==> src/rtl/pdm_pkg.sv <==
// Shared constants and elaboration helpers for the PDM-to-PCM CIC decimator.
// Latency: none; this file holds only functions and constants.
// Backpressure: not applicable.
package pdm_pkg;

   // Ceiling log2, used for elaboration-time widths only.
   function automatic int clog2(input int value);
      int r;
      r = 0;
      for (int i = 0; i < 31; i++) begin
         if ((1 << i) < value) r = i + 1;
      end
      return r;
   endfunction

   // Accumulator width. The worst-case gain is DECIM**ORDER. The +2 covers
   // the sign bit and the +full-scale code.
   function automatic int acc_w(input int order, input int decim);
      return order * clog2(decim) + 2;
   endfunction

   // PDM bit to integrator step: 1 -> +1, 0 -> -1.
   localparam int PDM_POS = 1;
   localparam int PDM_NEG = -1;

endpackage

==> src/rtl/cic_comb_stage.sv <==
// One CIC comb section: registered x - z(previous decimated input), with valid pass-through.
// Latency: 1 cycle from in_valid to out_valid.
// Backpressure: none; each word is accepted on the cycle in_valid is high.
// Ports: clk/rst (sync, active-high); in_valid/in_data = decimated word in;
//        out_valid/out_data = difference out, optionally only its top OUT_W bits.
module cic_comb_stage #(
   parameter int W     = 20,
   parameter int OUT_W = W
) (
   input  logic             clk,
   input  logic             rst,
   input  logic             in_valid,
   input  logic [W-1:0]     in_data,
   output logic             out_valid,
   output logic [OUT_W-1:0] out_data
);
   localparam int LOW = W - OUT_W;

   logic [W-1:0]     r_z;
   logic [OUT_W-1:0] r_dat;
   logic             r_vld;
   logic [OUT_W-1:0] w_diff;

   generate
      if (LOW == 0) begin : g_full
         assign w_diff = in_data - r_z;
      end else begin : g_trunc
         // Top OUT_W bits of (x - z). This is the high-part difference minus
         // the borrow out of the discarded low part, so it equals the
         // floor-shifted full difference.
         logic w_borrow;
         assign w_borrow = (in_data[LOW-1:0] < r_z[LOW-1:0]);
         assign w_diff   = in_data[W-1 -: OUT_W] - r_z[W-1 -: OUT_W] - OUT_W'(w_borrow);
      end
   endgenerate

   always_ff @(posedge clk) begin
      if (rst) begin
         r_z   <= '0;
         r_dat <= '0;
         r_vld <= 1'b0;
      end else begin
         r_vld <= in_valid;
         if (in_valid) begin
            r_dat <= w_diff;
            r_z   <= in_data;
         end
      end
   end

   assign out_valid = r_vld;
   assign out_data  = r_dat;

endmodule

==> src/rtl/pdm_cic_decim.sv <==
// PDM-to-PCM decimating CIC: integrate per PDM strobe, decimate by DECIM, comb at the output rate.
// Latency: out_valid rises ORDER+1 cycles after the decimating strobe.
// Backpressure: one-entry output register; a word arriving while it is held is dropped and overrun sticks.
// Ports: clk, rst (sync, active-high); in_valid/in_data = PDM bit strobe; sync = realign phase;
//        out_data/out_valid/out_ready = PCM handshake; overrun = sticky drop flag.
module pdm_cic_decim
   import pdm_pkg::*;
#(
   parameter int ORDER    = 3,
   parameter int DECIM    = 64,
   parameter int OUT_BITS = 16
) (
   input  logic                clk,
   input  logic                rst,
   input  logic                in_valid,
   input  logic                in_data,
   input  logic                sync,
   output logic [OUT_BITS-1:0] out_data,
   output logic                out_valid,
   input  logic                out_ready,
   output logic                overrun
);
   localparam int ACC_W = acc_w(ORDER, DECIM);
   localparam int PH_W  = clog2(DECIM);
   localparam logic [PH_W-1:0] PH_LAST = PH_W'(DECIM - 1);

   logic [ACC_W-1:0]    r_int     [ORDER];
   logic [ACC_W-1:0]    w_int_nxt [ORDER];
   logic [ACC_W-1:0]    w_step;
   logic [PH_W-1:0]     r_phase;
   logic                w_decim;

   logic                w_cv [ORDER+1];
   logic [ACC_W-1:0]    w_cd [ORDER];
   logic [OUT_BITS-1:0] w_pcm;

   logic [OUT_BITS-1:0] r_out_data;
   logic                r_out_vld;
   logic                r_overrun;

   assign w_step = in_data ? ACC_W'(PDM_POS) : ACC_W'(PDM_NEG);

   // Ripple through the cascade so each stage adds the same-cycle updated
   // output of the stage before it.
   always_comb begin
      logic [ACC_W-1:0] v;
      v = w_step;
      for (int k = 0; k < ORDER; k++) begin
         v            = r_int[k] + v;
         w_int_nxt[k] = v;
      end
   end

   // A strobe that arrives with sync is phase 0, so it can never decimate.
   assign w_decim = in_valid && !sync && (r_phase == PH_LAST);

   always_ff @(posedge clk) begin
      if (rst) begin
         for (int k = 0; k < ORDER; k++) r_int[k] <= '0;
         r_phase <= '0;
      end else begin
         if (in_valid) begin
            for (int k = 0; k < ORDER; k++) r_int[k] <= w_int_nxt[k];
         end
         if (sync)
            r_phase <= in_valid ? PH_W'(1) : '0;
         else if (in_valid)
            r_phase <= r_phase + PH_W'(1);
      end
   end

   // The first comb stage takes the updated integrator value directly, so the
   // decimating strobe itself loads comb stage 1.
   assign w_cv[0] = w_decim;
   assign w_cd[0] = w_int_nxt[ORDER-1];

   generate
      for (genvar k = 0; k < ORDER; k++) begin : g_comb
         localparam int OW = (k == ORDER - 1) ? OUT_BITS : ACC_W;
         logic [OW-1:0] w_o;
         cic_comb_stage #(.W(ACC_W), .OUT_W(OW)) u_stage (
            .clk       (clk),
            .rst       (rst),
            .in_valid  (w_cv[k]),
            .in_data   (w_cd[k]),
            .out_valid (w_cv[k+1]),
            .out_data  (w_o)
         );
         // The last stage emits only the top OUT_BITS bits. This is the
         // arithmetic right shift by ACC_W-OUT_BITS.
         if (k == ORDER - 1) begin : g_last
            assign w_pcm = w_o;
         end else begin : g_mid
            assign w_cd[k+1] = w_o;
         end
      end
   endgenerate

   always_ff @(posedge clk) begin
      if (rst) begin
         r_out_data <= '0;
         r_out_vld  <= 1'b0;
         r_overrun  <= 1'b0;
      end else if (w_cv[ORDER]) begin
         if (!r_out_vld || out_ready) begin
            r_out_data <= w_pcm;
            r_out_vld  <= 1'b1;
         end else begin
            r_overrun  <= 1'b1;
         end
      end else if (out_ready) begin
         r_out_vld <= 1'b0;
      end
   end

   assign out_data  = r_out_data;
   assign out_valid = r_out_vld;
   assign overrun   = r_overrun;

endmodule

==> config.mk <==
export PLATFORM = sky130hd
export DESIGN_NAME = pdm_cic_decim
export DESIGN_NICKNAME = d
export VERILOG_FILES = /design/src/rtl/pdm_pkg.sv /design/src/rtl/cic_comb_stage.sv /design/src/rtl/pdm_cic_decim.sv
export SDC_FILE = /design/constraint.sdc
export NUM_CORES = 1
export LEC_CHECK = 0
export CORE_MARGIN = 2
export CORE_UTILIZATION = 58
export DETAILED_ROUTE_END_ITERATION = 16
export PLACE_DENSITY = 0.75
export SLEW_MARGIN = 30
export SYNTH_ARGS = -nofsm -noshare
export SYNTH_HDL_FRONTEND = slang
export SYNTH_SLANG_ARGS = --single-unit
==> constraint.sdc <==
create_clock -name clk -period 15.6 [get_ports clk]
set_clock_uncertainty 0.1 [all_clocks]
set_input_delay 3.12 -clock clk [delete_from_list [all_inputs] [get_ports clk]]
set_output_delay 3.12 -clock clk [all_outputs]
set_load 0.05 [all_outputs]
Word level (Yosys, flattened, before mapping)
Memory sizes are Yosys's and may differ from the RTL's.
Index checks and enable logic that the tools add are counted.
W data, S select, Z words.

storage, ports and cells
  register bits after elaboration = 143
  latch bits = 0
  RAM bits = 60
  bits in read-only memories = 0
  input port bits = 6
  output and inout bits = 18
  logic and storage cells = 54
  memories = 1

cells by class
  add/sub/neg operators = 8
  multiply operators = 0
  divide/modulo/power cells = 0
  magnitude comparators = 1
  equal/unequal tests = 2
  shift operators = 0
  mux-type cells = 15
  bitwise logic cells = 4
  reductions and logical operators = 10

memories
  name   words  width  read ports  clocked after Yosys merged registers in  write ports  line                 RTL
  r_int  3      20     3           0                                        3            pdm_cic_decim.sv:27  logic [ACC_W-1:0] r_int [ORDER];

operators with widths
  cell                   number
  $mux W20               4
  $add A20 B20 Y20       3
  $sub A20 B20 Y20       2
  $sub A16 B1 Y16        1
  $sub A16 B16 Y16       1
  $mux W6                2
  $mux W1                9
  $add A6 B1 Y6 const B  1
  $eq A6 B6 Y1 const B   1
  $reduce_and A2 Y1      3
  $lt A4 B4 Y1           1
  $reduce_bool A2 Y1     2
  $or A1 B1 Y1           3
  $logic_and A1 B1 Y1    2
  $logic_not A1 Y1       2
  $ne A2 B2 Y1 const B   1
  $logic_or A1 B1 Y1     1
  $not A1 Y1             1

Depth between registers and ports, before layout
  depth after elaboration = 5
  mapped depth = 33
  gate-level depth less buffers = 33

Hierarchy
Synthesis repeated with hierarchy kept, for this count alone.

second synthesis, totals
  cell total of the unflattened synthesis = 1,510
  area total of the unflattened synthesis = 13,381.6 µm²

modules (own cells, without submodules)
  module                                   times used  cells an instance  area each (µm²)  seq. area each (µm²)
  pdm_cic_decim                            1           597                5,751.8          2,282.2
  cic_comb_stage at g_comb[0].u_stage ...  2           308                2,555.0          820.8
  cic_comb_stage at g_comb[2].u_stage      1           297                2,519.9          740.7

Least setup slack after synthesis
OpenSTA, ideal clock, no wires.

  path type = in2reg
  start point = input in_data
  end point = register g_comb[0].u_stage.r_dat[19]
  library setup time = 0.134 ns
  data arrival time = 9.092 ns
  data required time = 15.366 ns
  setup slack = 6.274 ns
  cell stages on the path = 31
  buffers on the path = 0
  cell sequence = inv_1 > fa_1 > a21o_1 > a21oi_1 > o21bai_1 > a21oi_1 > o21bai_1 > a21oi_1 > xnor2_1 > ha_1 > and2_1 > a221oi_4 > o21ai_0 > xor2_1 > ha_1 > nand2_1 > nor2_1 > a221o_1 > nor2_1 > xnor2_1 > ha_1 > and4_1 > nand2_1 > nor2_1 > a211oi_1 > a31oi_1 > or3_1 > nand4_1 > nor4b_1 > mux2i_1 > o2111ai_1

RTL lines
  item                  line                  RTL
  start, declared       pdm_cic_decim.sv:16   input logic in_data,
  end signal, assigned  cic_comb_stage.sv:45  r_dat <= w_diff;
  end, declared         cic_comb_stage.sv:20  logic [OUT_W-1:0] r_dat;

==> metrics.md <==
| Metric | Value |
|---|---|
| Ys async rst share | 0 |
| Yosys reg bits | roughly 200 |
| Leakage | between 0.005 and 0.006 uW |
| Average size of a mapped cell | 8.854 sq um |
| Synth cell count leaders | nand2_1 (145), dfxtp_1 (143), nor2_1 (140) |
| Slowest cell on the critical path | fa_1 |
| Worst min-delay path category | flip-flop to flip-flop |
| Vias | 9478 |
| Buffer and inverter count on the worst path | 2 |
| First-pass GRT wire length | approximately 41000 um |
| Most numerous cell in the Yosys netlist | nand2_1 |
| Proportion of netlist area held by the largest area contributor | 0.2291 |
| Startpoint Class | primary input |
| Period utilization | 0.6556 |
| CTS root buffer | clkbuf_16 |
| Starting density of the core | 0.5924 |
| # fillers | about 1800 |
| Slew @ Worst Pin | 0.9117 ns |
| Max Fanout on Critical Path | 19 |
| Slew Viols, Final | 0 |
| Row count | 53 |
| Yosys cell types | 66 |
| # resized after CTS | 0 |
| Endpoint type of the worst setup path | flip-flop |
| Max clock buf depth | 3 |
| H-tree Lvls | 1 |
| Primary FF master, synth | dfxtp_1 |
| Total global routing overflow | 0 |
| RSZ-0062 raised after global routing | false |
| Setup Buffers After CTS | 0 |
| Vias in the first global route | ~9000 |
| IO Port Bufs | 23 |
| Cell taking the most area after synthesis | dfxtp_1 |
| GPL Wtd Cong | just under 0.9 |
| GRT Util Overall | 0.2156 |
| Top cell family by delay on the critical path | compound AO/OA/AOI/OAI gates |
| Total routed wirelength | 23690 um |
| Initial antenna violation count | 0 |
| Worst hold stages | 2 |
| PwrDens | about 210 nW/um^2 |
| Synth Instances | 1411 |
| Ranking of synthesized cells by area | dfxtp_1 (23%), edfxtp_1 (14%), ha_1 (13%), xnor2_1 (5.2%), mux2i_1 (5.0%) |
| Critical path depth in cells | 32 |
| Nets | about 1600 |
| Antenna Nets Post-Route | 0 |
| DR vias/cell | ~5.5 |
| CTS clk-pin slew, worst paths | 0.06 ns |
| Core Box Area | approximately 21000 sq um |
| Clock tree sinks | between 200 and 250 |
| Final hold viol count | 0 |
| Setup TNS | 0 ns |
| Mapped cell area | 12490 sq um |
| Pre-antenna DRT Iters | 5 |
| Critical setup path kind | primary input to flip-flop |
| Max cap viols | 0 |
| DR WL/cell | around 14 um |
| Die height | about 150 um |
| Layout cells sized above 1 | 0.04533 |
| Arr. time, crit path | between 10 and 15 ns |
| WHS | 0.3529 ns |
| Worst IR drop on VDD | 0.1852 mV |
| DP Wirelength | 16620 um |
| Die area | 22730 sq um |
| Worst r2r path cells | 30 |
| EDFF count, synth | 60 |
| Syn Nets | about 1600 |
| Sequential share of the synthesized area | 0.3734 |
| Hold_buf cts | 0 |
| WP data required | about 16 ns |
| DR DRC count | 0 |
| Crit path time final | between 10 and 15 ns |
| Iter 0 DRT Violations | between 500 and 600 |
| I/O pin count | 24 |
| Inserted Diodes | 0 |
| # setup viols final | 0 |
| CTS tree | built |
| Worst rel slew slack | 0.3922 |
| Die Width | ~150 um |
| Top achievable clock speed | around 100 MHz |
| Status | completed |
| Largest net degree at the start of global routing | 90 |
| Num CTS Buffers | 23 |
| Clock latency on the worst-skew pair | ~0.52 ns |
| Layout area overhead | 9.624% |
| Slowest cell delay on critical path | a little under 0.6 ns |
| Synthesis warning total | 0 |
report_power, final:
part	internal (uW)	total, uW	switching [uW]	leakage, uW
clock	303	514	210	0.000355
sequential	600	615	15.2	0.00181
combinational	777	1790	1020	0.00318
state kept, by name (all words and copies together), names as in the netlist:
name	flops
out_data	16
g_comb.u_stage.out_valid	3
g_comb.u_stage.out_data	56
out_valid	1
overrun	1
r_int	60
g_comb.u_stage.r_z	60
r_phase	6
cell type report:
| class | count | area [sq um] | area share |
|---|---|---|---|
| Sequential cell | 203 | 4667 | 0.3408 |
| Inverter | 118 | 442.9 | 0.03234 |
| Tap cell | 275 | 344.1 | 0.02512 |
| Multi-Input combinational cell | 1043 | 7224 | 0.5275 |
| Clock inverter | 4 | 22.52 | 0.001644 |
| Timing Repair Buffer | 30 | 300.3 | 0.02193 |
| Clock buffer | 36 | 694.4 | 0.05070 |
per-layer routing:
metal | global-route usage | part of all wire | wire length (um) | up-vias
met4 | 0.04766 | 0.015 | 358 | 0
li1 | - | - | - | 4890
met1 | 0.3066 | 0.49 | 11690 | 4399
met3 | 0.03273 | 0.051 | 1211 | 31
met5 | 0 | 0 | 0 | -
met2 | 0.3480 | 0.44 | 10430 | 158
cell usage in the layout (no fill, tap or decap), drive strengths merged, types with 9 or more instances in the layout:
| cell type | n |
|---|---|
| nand2 | 145 |
| dfxtp | 143 |
| nor2 | 140 |
| ha | 126 |
| a21oi | 120 |
| inv | 117 |
| xnor2 | 75 |
| mux2i | 62 |
| edfxtp | 60 |
| and2 | 51 |
| o21ai | 46 |
| clkbuf | 36 |
| nor3 | 25 |
| a21o | 25 |
| nand3 | 23 |
| xor2 | 22 |
| clkdlybuf4s50 | 22 |
| a211oi | 22 |
| nand2b | 19 |
| a31oi | 13 |
| nor2b | 13 |
| o21a | 11 |
| or3 | 10 |
| and3 | 9 |
through the flow:
stage                     utilization  cells  setup WS (ns)  total power (uW)  instance area (sq um)
after global placement         0.6140   1668          5.025              2372                  12950
after global routing           0.6495   1709          4.523              3197                  13700
after CTS                      0.6480   1708          5.387              2928                  13670
after detailed placement       0.6140   1668          4.901              2395                  12950
final                          0.6495   1709          5.372              2922                  13700
after floorplan                     -   1411          6.274              2090                  12490
kinds of logic after synthesis:
logic type / Yosys count / synth area share
multiplexers: 63 / 0.05058
buffers and inverters: 165 / 0.04957
adder cells (fa/ha/maj): 133 / 0.1374
flip-flops: 203 / 0.3734
AND/OR/NAND/NOR: 459 / 0.1699
AO/OA/AOI/OAI: 290 / 0.1478
XOR/XNOR: 98 / 0.07141
worst min-delay path: stages, from the launching register on:
cell,delay [ns]
dfxtp_1,0.30
nand2_1,0.05
a21oi_1,0.05
path summary, 6_finish.rpt:
path                             start                                           to  slack (ns)
max reg2reg  r_int[0][0]$_SDFFCE_PN0P_  g_comb[0].u_stage.out_data[19]$_SDFFE_PP0P_        8.48
max                            in_data  g_comb[0].u_stage.out_data[19]$_SDFFE_PP0P_        5.37
min          out_data[13]$_SDFFE_PP0P_                    out_data[13]$_SDFFE_PP0P_        0.35
min reg2reg  out_data[13]$_SDFFE_PP0P_                    out_data[13]$_SDFFE_PP0P_        0.35
No activity file was read; power rests on OpenSTA's default activity.
